<file path="src/rtl/controller_tc1_ctrl.sv">
// controller_tc1_ctrl
//
// Avalon-MM slave driving a WIDTH-bit output port. The port holds a static
// value (DATA, with bit-set / bit-clear helpers). A one-shot pulse engine
// can force a mask of bits high for a programmable number of cycles.
//
// Register map (word addresses):
//   0 DATA       RW  WIDTH bits
//   1 STATUS     RO  bit0 = busy (pulse engine active)
//   2 PULSE_LEN  RW  16 bits, taken from writedata[15:0]
//   3 PULSE_GO   WO  writedata[WIDTH-1:0] is the pulse mask
//   4 OUTSET     WO  DATA |= writedata
//   5 OUTCLEAR   WO  DATA &= ~writedata
//   6,7          reserved: read 0, writes ignored
//
// Bus handshake: there are no wait states. A write is accepted on every
// rising edge where chipselect=1 and write_n=0. Reads are not qualified:
// readdata is registered every edge from the current address, so the value
// for an address presented before edge N is visible after edge N (latency 1).
//
// Ports:
//   clk          clock, rising edge
//   reset_n      asynchronous active-low reset
//   address      word address [2:0]
//   chipselect   slave select, qualifies writes
//   write_n      active-low write strobe
//   writedata    write data [31:0]
//   readdata     registered read data [31:0]
//   out_port     output port [WIDTH-1:0]
//   dbg_state_o  pulse engine FSM state (1 = PULSE)

module controller_tc1_ctrl #(
    parameter int               WIDTH       = 25,
    parameter logic [WIDTH-1:0] RESET_VALUE = '0
) (
    input  logic             clk,
    input  logic             reset_n,
    input  logic [2:0]       address,
    input  logic             chipselect,
    input  logic             write_n,
    input  logic [31:0]      writedata,
    output logic [31:0]      readdata,
    output logic [WIDTH-1:0] out_port,
    output logic             dbg_state_o
);

    typedef enum logic [0:0] {
        S_IDLE  = 1'b0,
        S_PULSE = 1'b1
    } state_t;

    localparam logic [2:0] A_DATA      = 3'd0;
    localparam logic [2:0] A_STATUS    = 3'd1;
    localparam logic [2:0] A_PULSE_LEN = 3'd2;
    localparam logic [2:0] A_PULSE_GO  = 3'd3;
    localparam logic [2:0] A_OUTSET    = 3'd4;
    localparam logic [2:0] A_OUTCLEAR  = 3'd5;

    state_t           state_q;
    logic [15:0]      cnt_q;
    logic [WIDTH-1:0] mask_q;
    logic [WIDTH-1:0] data_q,  data_d;
    logic [15:0]      plen_q,  plen_d;
    logic [31:0]      readdata_q, readdata_d;

    logic             wr;
    logic             busy;
    logic [WIDTH-1:0] wd_w;

    // Upper writedata bits beyond WIDTH (and beyond 16 for PULSE_LEN) are
    // intentionally dropped.
    logic unused_writedata;
    assign unused_writedata = ^writedata;

    assign wr   = chipselect & ~write_n;
    assign busy = (state_q == S_PULSE);
    assign wd_w = writedata[WIDTH-1:0];

    // ---------------- DATA register ----------------
    always_comb begin
        data_d = data_q;
        if (wr) begin
            case (address)
                A_DATA:     data_d = wd_w;
                A_OUTSET:   data_d = data_q | wd_w;
                A_OUTCLEAR: data_d = data_q & ~wd_w;
                default:    data_d = data_q;
            endcase
        end
    end

    always_ff @(posedge clk or negedge reset_n) begin
        if (!reset_n) begin
            data_q <= RESET_VALUE;
        end else begin
            data_q <= data_d;
        end
    end

    // ---------------- PULSE_LEN register ----------------
    // Updating it mid-pulse is allowed; the running count is a separate copy.
    always_comb begin
        plen_d = plen_q;
        if (wr && address == A_PULSE_LEN) begin
            plen_d = writedata[15:0];
        end
    end

    always_ff @(posedge clk or negedge reset_n) begin
        if (!reset_n) begin
            plen_q <= 16'd0;
        end else begin
            plen_q <= plen_d;
        end
    end

    // ---------------- Pulse engine ----------------
    // cnt_q holds the number of busy cycles still to come including the
    // current one, so leaving PULSE on cnt_q == 1 gives exactly PULSE_LEN
    // busy cycles. GO writes are only honoured from IDLE: no retrigger.
    always_ff @(posedge clk or negedge reset_n) begin
        if (!reset_n) begin
            state_q <= S_IDLE;
            cnt_q   <= 16'd0;
            mask_q  <= '0;
        end else begin
            case (state_q)
                S_IDLE: begin
                    if (wr && address == A_PULSE_GO && plen_q != 16'd0) begin
                        state_q <= S_PULSE;
                        cnt_q   <= plen_q;
                        mask_q  <= wd_w;
                    end
                end
                S_PULSE: begin
                    if (cnt_q == 16'd1) begin
                        state_q <= S_IDLE;
                        cnt_q   <= 16'd0;
                        mask_q  <= '0;
                    end else begin
                        cnt_q   <= cnt_q - 16'd1;
                    end
                end
                default: begin
                    state_q <= S_IDLE;
                    cnt_q   <= 16'd0;
                    mask_q  <= '0;
                end
            endcase
        end
    end

    // ---------------- Read path ----------------
    always_comb begin
        readdata_d = 32'd0;
        case (address)
            A_DATA:      readdata_d = 32'(data_q);
            A_STATUS:    readdata_d = {31'd0, busy};
            A_PULSE_LEN: readdata_d = {16'd0, plen_q};
            default:     readdata_d = 32'd0;
        endcase
    end

    always_ff @(posedge clk or negedge reset_n) begin
        if (!reset_n) begin
            readdata_q <= 32'd0;
        end else begin
            readdata_q <= readdata_d;
        end
    end

    assign readdata    = readdata_q;
    assign out_port    = data_q | (busy ? mask_q : '0);
    assign dbg_state_o = busy;

endmodule

</file>
<file path="config.mk">
export PLATFORM = sky130hd
export DESIGN_NAME = controller_tc1_ctrl
export DESIGN_NICKNAME = d
export VERILOG_FILES = /design/src/rtl/controller_tc1_ctrl.sv
export SDC_FILE = /design/constraint.sdc
export NUM_CORES = 1
export LEC_CHECK = 0
export BUFFER_PORTS_ARGS = -buffer_cell sky130_fd_sc_hd__buf_2
export CAP_MARGIN = 20
export CORE_MARGIN = 5
export CORE_UTILIZATION = 50
export CTS_CLUSTER_SIZE = 24
export DETAILED_ROUTE_END_ITERATION = 12
export PLACE_DENSITY = 0.73
export SKIP_LAST_GASP = 1
export SYNTH_ARGS = -nofsm -noshare
export SYNTH_HDL_FRONTEND = slang
export SYNTH_SLANG_ARGS = --single-unit
</file>
<file path="constraint.sdc">
create_clock -name clk -period 4.66 [get_ports clk]
set_clock_uncertainty 0.15 [all_clocks]
set_input_delay 0.699 -clock clk [delete_from_list [all_inputs] [get_ports clk]]
set_output_delay 0.699 -clock clk [all_outputs]
set_load 0.03 [all_outputs]
</file>
Word-level counts from Yosys, hierarchy flattened --
Cells that the tools add are included.
Word-level totals: flip-flop bits (word level) 115, input port bits 39, output and inout port bits 58, logic and storage cells 42
Operators by class: add/sub/neg operators 1, eq/ne operators 8, mux-type cells 12, bitwise operators 7, reduce and logical (&&, ||, !) cells 8
Operators with widths (number):
- 25-bit one-hot mux with 3 select lines | 2
- 25-bit 2-to-1 mux | 3
- 25-bit bitwise OR | 2
- 25-bit one-hot mux with 2 select lines | 1
- 16-bit 2-to-1 mux | 2
- 16-bit one-hot mux with 2 select lines | 1
- 25-bit bitwise AND | 1
- 25-bit NOT | 1
- 16-bit by 1-bit equality test with 1-bit output (second input constant) | 1
- 16-bit nonzero test | 1
- 16-bit by 1-bit subtractor with 16-bit output (second input constant) | 1
- 3-bit by 2-bit equality test with 1-bit output (second input constant) | 2
- 3-bit equality test (second input constant) | 2
- 2-bit AND reduction | 2
- 3-bit by 1-bit equality test with 1-bit output (second input constant) | 1
- 1-bit logical AND | 3
- 3-bit zero test | 1
- 3-bit nonzero test | 1
- 1-bit 2-to-1 mux | 2
- 2-bit by 1-bit inequality test with 1-bit output (second input constant) | 1
- 2-bit inequality test (second input constant) | 1
- 1-bit NOT | 2
- 1-bit one-hot mux with 2 select lines | 1
- 1-bit bitwise AND | 1

Depth between registers and ports, before layout --
depth in word-level cells 6, gate-level depth with buffers 9, depth with buffers taken out 7

Least setup slack after synthesis --
No wires, ideal clock.
kind input to register, from input port address[2], to register data_q[10], library setup time 0.065 ns, arrival time 2.033 ns, data required time 4.445 ns, slack 2.412 ns, stages on the path 6, buffers on the path 2, cell sequence nor3_1 -> o21a_1 -> nor2b_1 -> buf_2 -> buf_2 -> a22o_1
Between the ends: word-level cells in the longest chain between the ends 3, elaborated cells on any way between the ends 6, those cells by class 2 x eq/ne; 1 x mux; 3 x reduce/logical
Ends and longest elaborated chain:
- start: declaration | line 38 | input logic [2:0] address,
- 3-bit equality test / 3-bit zero test (equally long branches) | line 83 | case (address)
- 3-bit nonzero test (no source line)
- 2-bit AND reduction (no source line)
- end signal: assignment | line 96 | data_q <= data_d;
- end: declaration | line 62 | logic [WIDTH-1:0] data_q, data_d;
Several ways; a longest one is shown, not always the timed one. A chain may end at the register's enable or synchronous reset.

Worst setup path in the final report --
from register cnt_q[1], to register mask_q[24]
Between the ends: word-level cells in the longest chain between the ends 3
Ends and longest elaborated chain:
- start: declaration | line 60 | logic [15:0] cnt_q;
- start signal: assignment | line 131 | cnt_q <= plen_q;
- start signal: assignment | line 141 | cnt_q <= cnt_q - 16'd1;
- 16-bit by 1-bit equality test with 1-bit output | line 136 | if (cnt_q == 16'd1) begin
- 2-bit by 1-bit inequality test with 1-bit output (no source line)
- 2-bit AND reduction (no source line)
- end signal: assignment | line 132 | mask_q <= wd_w;
- end: declaration | line 61 | logic [WIDTH-1:0] mask_q;
Every way passes these cells.

==> metrics.log <==
INFO  metric netlist-cell-type-count = 41
INFO  metric boundaryPins = 97
INFO  metric finalWorstPathRequiredPeriod = 2.63 ns
INFO  metric comb_power_share = 11.9%
INFO  metric internal_reg_to_reg_setup_slack = 2.03 ns
INFO  metric wirelength = 12100 um
INFO  metric via_count_of_the_first_global_routing_pass = 3809
INFO  metric htreeDepth = 3
INFO  metric core_area = 9820 um2
INFO  metric utilization = 59.0%
INFO  metric worst_slew_pin_slew = 0.834 ns
INFO  metric ir_worst_vdd = 0.174 mV
INFO  metric asyncSetResetFlopFracSynth = 100%
INFO  metric drive_above_1_share = 25.5%
INFO  metric grt.overflow.total = 0
INFO  metric first_iter_violations = 264
INFO  metric worst-endpoint-arrival = 2.71 ns
INFO  metric postRouteAntennaNets = 0
INFO  metric synth_area_per_cell = 11.2 um2
INFO  metric post_cts.resized_instances = 0
INFO  metric cts_num_sinks = 108
INFO  metric yosys-top-cells-area = sky130_fd_sc_hd__dfrtp_1 53%, sky130_fd_sc_hd__mux2i_1 8.7%, sky130_fd_sc_hd__a22o_1 5.5%
INFO  metric die_area = 12300 um2
INFO  metric internal_power = 1.42 mW
INFO  metric met3WireLength = 609 um
INFO  metric placementRows = 36
INFO  metric power.switching_fraction = 27.9%
INFO  metric grt_first_pass_wirelength = 20500 um
INFO  metric ctsLongestPathBuffers = 2
INFO  metric dpl-instance-area = 5550 um2
INFO  metric yosysTopAreaCell = sky130_fd_sc_hd__dfrtp_1
INFO  metric crit_path_start_kind = register
INFO  metric clk_latency = 0.37 ns
INFO  metric detail_route.first_pass.iterations = 5
INFO  metric critPathMaxFanout = 19
INFO  metric final-setup-viol-count = 0
INFO  metric timing.hold.ws = 0.265 ns
INFO  metric clkPwrFrac = 31.0%
INFO  metric diodes = 0
INFO  metric cts-root-buf = sky130_fd_sc_hd__clkbuf_8
INFO  metric route.detailed.wl_per_inst = 18.2 um
INFO  metric max_cap_viols = 0
INFO  metric rsz_0062_raised_after_global_routing = no
INFO  metric final_cell_area = 5790 um2
INFO  metric synth_ff_type = sky130_fd_sc_hd__dfrtp_1
INFO  metric hold_class = input pin to async pin
INFO  metric most_frequent_standard_cell_in_the_layout_excluding_fill_and_tap_cells = sky130_fd_sc_hd__dfrtp_1
INFO  metric post-route-period-util = 56.4%
INFO  metric gp_congestion = 0.844
INFO  metric total_switching_power = 0.548 mW
INFO  metric crit_path_end_kind = register
INFO  metric timing.final.hold_violations = 0
INFO  metric status = finished clean
INFO  metric worst_setup_hold_path_clk_slew = 0.10 ns
INFO  metric grt_max_degree = 68
INFO  metric count_of_pins_over_their_slew_limit = 0
INFO  metric mostFrequentLayoutCells = 107 x sky130_fd_sc_hd__dfrtp_1, 81 x sky130_fd_sc_hd__buf_2, 44 x sky130_fd_sc_hd__mux2i_1
INFO  metric post_cts_setup_buffer_count = 0
INFO  metric grt_use_total = 20.4%
INFO  metric power_frac_seq = 57.1%
INFO  metric yosys_warnings = 0
INFO  metric die-width = 111 um
INFO  metric postSynthCellCount = 453
INFO  metric detailed_place_hpwl = 8010 um
INFO  metric wl_met2 = 5920 um
INFO  metric rr_endpoint = mask_q[24]
INFO  metric vias_per_cell = 5.75
INFO  metric yosysTopAreaCellShare = 53.2%
INFO  metric reg2regPathDepth = 8
INFO  metric port_buffers = 82
INFO  metric floorplan.initialDensity = 51.7%
INFO  metric worst_r2r_startpoint = cnt_q[1]
INFO  metric clock.fmax = 380 MHz
INFO  metric top_signal_layer_used = met4
INFO  metric design.final.nets = 566
INFO  metric power_leakage = 2.89 nW
INFO  metric die_h = 111 um
INFO  metric route.detailed.drc = 0
INFO  metric cts_stage_hold_buffer_count = 0
INFO  metric synthesis_to_layout_area_growth = 14.1%
INFO  metric synth-seq-area-share = 53.2%
INFO  metric path_class = register to register
INFO  metric wl_met1 = 5350 um
INFO  metric timing.max_slew.rel_slack = 44.4%
INFO  metric critical_path_required = 4.74 ns
INFO  metric cts_made_buffers = 9
INFO  metric power_density = 339 nW/um2
INFO  metric antenna_found_initial = 0
INFO  metric num_vias = 3815
INFO  metric synth.cell_area = 5080 um2
INFO  metric timing.setup.tns = 0 ns
INFO  metric synth_seq_cells = 108
INFO  metric synth_enable_flop_cells = 0
INFO  metric tritoncts = done
[routing by layer]
| layer | global-route usage, % | up-vias |
|---|---|---|
| li1 | - | 1780 |
| met1 | 28.9 | 1889 |
| met2 | 32.9 | 126 |
| met3 | 2.89 | 20 |
| met4 | 5.83 | 0 |
| met5 | 0 | - |
[worst max path at each step]
stage	from	endpoint	slack, ns	cells after the start
2_1_floorplan	address[2]	data_q[10]	2.41	6
3_3_place_gp	address[2]	data_q[0]	1.82	6
3_5_place_dp	address[2]	data_q[4]	1.79	6
4_1_cts	cnt_q[1]	mask_q[19]	1.83	7
5_1_grt	cnt_q[1]	mask_q[24]	1.88	8
6_report	cnt_q[1]	mask_q[24]	2.03	8
[Yosys cell counts, types with 8 or more instances]
cell type                  number
sky130_fd_sc_hd__o21ai_1       20
sky130_fd_sc_hd__a21o_1        25
sky130_fd_sc_hd__and2_1        10
sky130_fd_sc_hd__dfrtp_1      108
sky130_fd_sc_hd__xnor2_1        9
sky130_fd_sc_hd__nor2_1         8
sky130_fd_sc_hd__a22o_1        32
sky130_fd_sc_hd__clkbuf_1      14
sky130_fd_sc_hd__nand2_1       38
sky130_fd_sc_hd__mux2_2        16
sky130_fd_sc_hd__o22ai_1       11
sky130_fd_sc_hd__o21ai_0       34
sky130_fd_sc_hd__buf_2          9
sky130_fd_sc_hd__mux2i_1       44
sky130_fd_sc_hd__a21oi_1       17
[sequential cells by signal, summed over array words and instances (netlist names)]
signal       cells
cnt_q           16
data_q          25
dbg_state_o      1
mask_q          25
plen_q          16
readdata        25
[power by group through the flow]
stage	logic (mW)	registers [mW]	clock network, mW
2_1_floorplan	0.130	1.13	0
3_3_place_gp	0.226	1.13	0
3_5_place_dp	0.234	1.14	0
4_1_cts	0.236	1.12	0.624
5_1_grt	0.260	1.14	0.661
6_report	0.233	1.12	0.610
[cells by family (layout without fill, tap and decap cells)]
logic type,Yosys count,count (layout),share of synthesized area (%)
XOR/XNOR,10,10,1.72
flip-flops,108,108,53.2
AO/OA/AOI/OAI,149,149,19.1
adder cells (fa/ha/maj),2,2,0.493
buffers and inverters,40,111,4.29
AND/OR/NAND/NOR,83,83,8.84
other,1,7,0.0738
multiplexers,60,60,12.2
[final cells by class]
| cell class | count | area (um2) |
|---|---|---|
| flip-flops and latches | 108 | 2700 |
| well taps | 133 | 166 |
| clock inverters | 5 | 66.3 |
| inverters | 3 | 11.3 |
| fillers | 876 | 4030 |
| multi-input cells | 311 | 2190 |
| clock buffers | 11 | 151 |
| repair buffers | 92 | 508 |
[critical path, stage by stage (launching register included)]
cell and delay, ns:
sky130_fd_sc_hd__dfrtp_1 0.42, sky130_fd_sc_hd__inv_1 0.09, sky130_fd_sc_hd__ha_1 0.17, sky130_fd_sc_hd__or4b_1 0.49, sky130_fd_sc_hd__or3_1 0.43, sky130_fd_sc_hd__o21a_1 0.36
sky130_fd_sc_hd__buf_16 0.24, sky130_fd_sc_hd__nand2_1 0.06, sky130_fd_sc_hd__o21ai_0 0.08
[per-stage QoR]
step / setup slack [ns] / std cells / total power [mW]
after floorplan: 2.41 / 459 / 1.26
after global placement: 1.82 / 646 / 1.36
after detailed placement: 1.79 / 646 / 1.37
after CTS: 1.83 / 662 / 1.98
after global routing: 1.88 / 663 / 2.06
final: 2.03 / 663 / 1.97
(Power assumes the default switching activity.)
